File: src/rtl/gcd_pkg.sv
// gcd_pkg: shared state/control encodings and default width for the GCD unit
package gcd_pkg;
  localparam int NBITS_DEFAULT = 16;
  typedef enum logic [1:0] {IDLE, CALC, DONE} state_e;
  typedef enum logic [1:0] {A_LOAD, A_SUB, A_SWAP, A_HOLD} a_sel_e;
  typedef enum logic [1:0] {B_LOAD, B_SWAP, B_HOLD} b_sel_e;
endpackage

File: src/rtl/gcd_dpath.sv
// gcd_dpath: operand registers, subtractor and status flags for Euclid's algorithm
module gcd_dpath
  import gcd_pkg::*;
#(
  parameter int NBITS = NBITS_DEFAULT
) (
  input  logic             clk,
  input  logic             reset,
  input  a_sel_e           a_sel,
  input  b_sel_e           b_sel,
  input  logic [NBITS-1:0] req_a,
  input  logic [NBITS-1:0] req_b,
  output logic             is_a_lt_b,
  output logic             is_b_zero,
  output logic [NBITS-1:0] a_o
);
  logic [NBITS-1:0] a_q, a_d, b_q, b_d, diff;
  // subtract is only selected when a_q >= b_q, so no underflow
  always_comb begin
    diff = a_q - b_q;
    a_d  = (a_sel == A_LOAD) ? req_a :
           (a_sel == A_SUB)  ? diff  :
           (a_sel == A_SWAP) ? b_q   : a_q;
    b_d  = (b_sel == B_LOAD) ? req_b :
           (b_sel == B_SWAP) ? a_q   : b_q;
  end
  always_ff @(posedge clk or negedge reset) begin
    if (!reset) begin
      a_q <= '0;
      b_q <= '0;
    end else begin
      a_q <= a_d;
      b_q <= b_d;
    end
  end
  assign is_a_lt_b = a_q < b_q;
  assign is_b_zero = b_q == '0;
  assign a_o       = a_q;
endmodule

File: src/rtl/gcd_unit.sv
// gcd_unit: val/rdy GCD responder; FSM control around gcd_dpath
module gcd_unit
  import gcd_pkg::*;
#(
  parameter int NBITS = NBITS_DEFAULT
) (
  input  logic             clk,
  input  logic             reset,
  input  logic             req_val,
  output logic             req_rdy,
  input  logic [NBITS-1:0] req_a,
  input  logic [NBITS-1:0] req_b,
  output logic             resp_val,
  input  logic             resp_rdy,
  output logic [NBITS-1:0] resp_data
);
  state_e state_q;
  logic   req_rdy_q, resp_val_q, is_a_lt_b, is_b_zero;
  a_sel_e a_sel;
  b_sel_e b_sel;
  always_comb begin
    a_sel = (state_q == IDLE && req_val) ? A_LOAD :
            (state_q != CALC) ? A_HOLD :
            is_a_lt_b         ? A_SWAP :
            !is_b_zero        ? A_SUB  : A_HOLD;
    b_sel = (state_q == IDLE && req_val)   ? B_LOAD :
            (state_q == CALC && is_a_lt_b) ? B_SWAP : B_HOLD;
  end
  // handshake outputs are registered alongside the state so no input reaches them
  always_ff @(posedge clk or negedge reset) begin
    if (!reset) begin
      state_q    <= IDLE;
      req_rdy_q  <= 1'b1;
      resp_val_q <= 1'b0;
    end else begin
      case (state_q)
        IDLE: if (req_val) begin
          state_q   <= CALC;
          req_rdy_q <= 1'b0;
        end
        CALC: if (!is_a_lt_b && is_b_zero) begin
          state_q    <= DONE;
          resp_val_q <= 1'b1;
        end
        DONE: if (resp_rdy) begin
          state_q    <= IDLE;
          resp_val_q <= 1'b0;
          req_rdy_q  <= 1'b1;
        end
        default: begin
          state_q    <= IDLE;
          req_rdy_q  <= 1'b1;
          resp_val_q <= 1'b0;
        end
      endcase
    end
  end
  gcd_dpath #(.NBITS(NBITS)) u_dpath (
    .clk       (clk),
    .reset     (reset),
    .a_sel     (a_sel),
    .b_sel     (b_sel),
    .req_a     (req_a),
    .req_b     (req_b),
    .is_a_lt_b (is_a_lt_b),
    .is_b_zero (is_b_zero),
    .a_o       (resp_data)
  );
  assign req_rdy  = req_rdy_q;
  assign resp_val = resp_val_q;
endmodule

File: config.mk
export PLATFORM = sky130hd
export DESIGN_NAME = gcd_unit
export DESIGN_NICKNAME = d
export VERILOG_FILES = /design/src/rtl/gcd_pkg.sv /design/src/rtl/gcd_dpath.sv /design/src/rtl/gcd_unit.sv
export SDC_FILE = /design/constraint.sdc
export NUM_CORES = 1
export LEC_CHECK = 0
export ABC_AREA = 1
export CAP_MARGIN = 10
export CORE_ASPECT_RATIO = 0.8
export CORE_MARGIN = 1
export CORE_UTILIZATION = 55
export CTS_BUF_LIST = sky130_fd_sc_hd__clkbuf_4
export DETAILED_ROUTE_END_ITERATION = 12
export PLACE_DENSITY = 0.89
export RECOVER_POWER = 25
export SYNTH_ARGS = -nofsm -noshare
export SYNTH_HDL_FRONTEND = slang
export SYNTH_HIERARCHICAL = 1
export SYNTH_SLANG_ARGS = --single-unit
File: constraint.sdc
create_clock -name clk -period 4 [get_ports clk]
set_input_delay 0.8 -clock clk [delete_from_list [all_inputs] [get_ports clk]]
set_output_delay 0.8 -clock clk [all_outputs]
set_load 0.1 [all_outputs]
==> key figures <==
Status
  – Outcome: finished, violations left
  – Failing checks: capacitance limit, slew limit

STA
  – Hold Fails Final Rpt: 0
  – Max Clock Skew: 9.359 ps
  – Setup TNS: 0 ps
  – Slew headroom: -0.3134
  – RSZ-0062 raised after global routing: no
  – Max Freq: between 0.2 and 0.3 GHz
  – Max-slew violations: 37
  – Setup violations, final: 0
  – Final min period: 3700 ps
  – Tcrit/Tclk final: 0.9250
  – Worst Max-Slew Pin Slew: slightly below 2000 ps

Clocking
  – Post_cts resized: 0
  – Clk slew on worst S/H paths: about 110 ps
  – Sink Count: 36
  – CTS tree: yes
  – Hold-fix buffers at CTS: 0
  – Post-CTS setup buffers: 0
  – CTS H-Tree Depth: 2
  – CTS max path bufs: 2
  – Root Driver: clkbuf_4
  – TritonCTS Buffers: 5
  – Worst skew pair latency: 350 ps

Yosys
  – Mapped Area: ~2900 sq um
  – Area leader, netlist: dfrtp_1
  – EDFF count, synth: 0
  – Mapped Nets: about 460
  – Synth warn: 6
  – Count leader, synth: nand2_1
  – Netlist cell types: 35
  – Area contributors post-synth: dfrtp_1, nand2_1, inv_1
  – Async set or reset register ratio after synthesis: 1.000
  – Synth Area per Inst: 7.103 sq um
  – Sequential share of the synthesized area: 0.3128
  – Syn Inst Count: between 400 and 500
  – Synthesized flop and latch total: 36
  – Most used DFF post-synth: dfrtp_1
  – Commonest cells post-synth: nand2_1, inv_1, nor2_1, dfrtp_1, a21oi_1
  – Share of the synthesized area in the top cell type: 0.3037

Setup path
  – Crit. End Element: register
  – Slowest stage cell, crit path: nor2_1
  – Reg2reg start: u_dpath/a_o[5]$_DFFE_PN0P_
  – Internal reg-to-reg setup slack: about 300 ps
  – Crit path cell chain: ha_1, nand2_1, inv_1, nand2_1, nand3_2, nand2_1, nand2_1, nand2_1, nand2_1, a21oi_1, inv_1, nor2_1, inv_1, nor2_1, o22ai_1
  – Critical path type: reg -> reg
  – Slowest cell delay on critical path: between 700 and 800 ps
  – Most used cell, CP: nand2_1
  – CP Data Arrival Time: 3900 ps
  – FF-to-FF path depth: 15
  – CP Data Required Time: approximately 4200 ps
  – Buffers and inverters on the worst path: 3
  – Critical Path Source Type: register
  – Largest delay share family, worst path: simple AND/OR/NAND/NOR gates
  – Reg-to-reg endpoint: u_dpath/b_q[0]$_DFFE_PN0P_
  – CP Max Fanout: 17

Drt
  – Vias per inst: 5.683
  – Iter 0 DRT Violations: around 280
  – DR vias: around 3,000
  – Wire per inst: ~16 microns
  – Initial DRT Pass Iterations: 5
  – Detail Route Antenna Nets: 0
  – Final WL: 8076 microns
  – # DRC: 0

Min path
  – Critical hold path startpoint: req_rdy$_DFFE_PN1P_
  – Hold endpoint: req_rdy$_DFFE_PN1P_
  – Hold crit path type: reg -> reg
  – WHS Path Cells: 2

Global routing
  – Antenna violations before repair: 0
  – Pin count of the biggest net entering global routing: 37
  – GRT Residual Overflow: 0
  – Global-route wire length before repair: 13,080 microns
  – GRT Resource Usage Total: 0.3007
  – Number of global-route vias before repair: 2,739

Place
  – Detailed Place HPWL: 6022 microns
  – IO buf count: between 50 and 60
  – Placer Congestion: 0.9695

Floorplanning
  – Core Area: a little over 5000 sq um
  – Die W: approximately 83 microns
  – Top Ports: 54
  – Chip Height: roughly 67 microns
  – Initial core utilization: 0.5727
  – Site Rows: 23
  – Die footprint: roughly 5500 sq um

Flow run
  – Maxcap violations: 1

Layout
  – Share of post-route cells with drive strength above 1: 0.09607
  – Nets: between 500 and 600
  – Synthesis-to-finish area growth: 20.95%
  – Ant diodes: 0
-- worst register-to-register path: cells and delay by family (launching register included) --
| kind | cells | cell delay [ps] |
|---|---|---|
| AOI/OAI and AO/OA | 2 | 310 |
| adders and majority gates | 1 | 380 |
| buffers and inverters | 3 | 760 |
| DFF | 1 | 440 |
| and+or+nand+nor | 9 | 1670 |
-- layout by cell type, fill, tap and decap left out, types with 2 or more instances in the layout --
master / instances
a21oi_2: 4
o21ai_1: 2
nand2_1: 86
ha_1: 16
inv_1: 70
a21oi_1: 22
clkbuf_4: 5
nand3_2: 7
nand4_1: 6
dfrtp_1: 35
nand3_1: 17
nand2_2: 7
a221oi_1: 13
clkdlybuf4s50_1: 52
nand3b_1: 2
nand2_4: 4
nor2_4: 2
o22ai_1: 16
clkinv_1: 2
nor2_1: 44
xor2_1: 2
nor3_2: 3
inv_2: 8
o221ai_1: 2
o21ai_0: 19
-- state kept, by name (all words and copies together), names as in the netlist --
name,cells
state_q,2
req_rdy,1
u_dpath/b_q,16
u_dpath/a_o,16
resp_val,1
-- routing by layer --
| metal | vias up | GRT usage | wire [microns] |
|---|---|---|---|
| met5 | - | 0 | 0 |
| met4 | 0 | 0.09267 | 188 |
| met3 | 20 | 0.04089 | 679 |
| met2 | 139 | 0.4990 | 3663 |
| met1 | 1362 | 0.4105 | 3546 |
| li1 | 1434 | - | - |
-- stage by stage --
step	hold slack, ps	cell area (sq um)	std cells	setup slack, ps	util
detailed placement	460.8	3417	512	520.4	0.6785
finish	478.8	3488	520	299.9	0.6927
global placement	454.8	3417	512	696.0	0.6785
floorplan	504.4	2884	406	733.5	-
CTS	478.6	3492	520	487.2	0.6934
global route	526.2	3488	520	16.96	0.6927
-- worst max path at each step --
stage | startpoint | endpoint | slack, ps | cells past startpoint
6_report | u_dpath/a_o[5]$_DFFE_PN0P_ | u_dpath/b_q[0]$_DFFE_PN0P_ | 300 | 15
5_1_grt | u_dpath/b_q[3]$_DFFE_PN0P_ | u_dpath/b_q[6]$_DFFE_PN0P_ | 20 | 16
4_1_cts | u_dpath/a_o[5]$_DFFE_PN0P_ | u_dpath/b_q[13]$_DFFE_PN0P_ | 490 | 15
3_5_place_dp | u_dpath/a_o[5]$_DFFE_PN0P_ | u_dpath/b_q[13]$_DFFE_PN0P_ | 520 | 15
3_3_place_gp | u_dpath/a_o[12]$_DFFE_PN0P_ | u_dpath/b_q[13]$_DFFE_PN0P_ | 700 | 15
2_1_floorplan | u_dpath/a_o[0]$_DFFE_PN0P_ | u_dpath/a_o[10]$_DFFE_PN0P_ | 730 | 19
-- kinds of logic (layout without fill, tap and decap cells) --
| logic type | count (synthesis) | after routing | synth area share |
|---|---|---|---|
| AOI/OAI and AO/OA | 81 | 81 | 0.1735 |
| adders and majority gates | 17 | 17 | 0.07636 |
| DFF | 36 | 36 | 0.3128 |
| buffers and inverters | 89 | 141 | 0.1341 |
| and+or+nand+nor | 180 | 180 | 0.2941 |
| xor gates and xnor gates | 3 | 3 | 0.009112 |
-- layout make-up --
cell class / count / area (sq um)
multi-input cells: 281 / 1599
fillers: 416 / 1548
flip-flops and latches: 36 / 902.1
repair buffers: 55 / 541.8
inverters: 78 / 292.8
well taps: 62 / 77.57
clock buffers: 5 / 37.54
clock inverters: 3 / 37.54
Power is not shown: default switching activity piles up to over one toggle a cycle in this logic, so the estimate is an artifact.
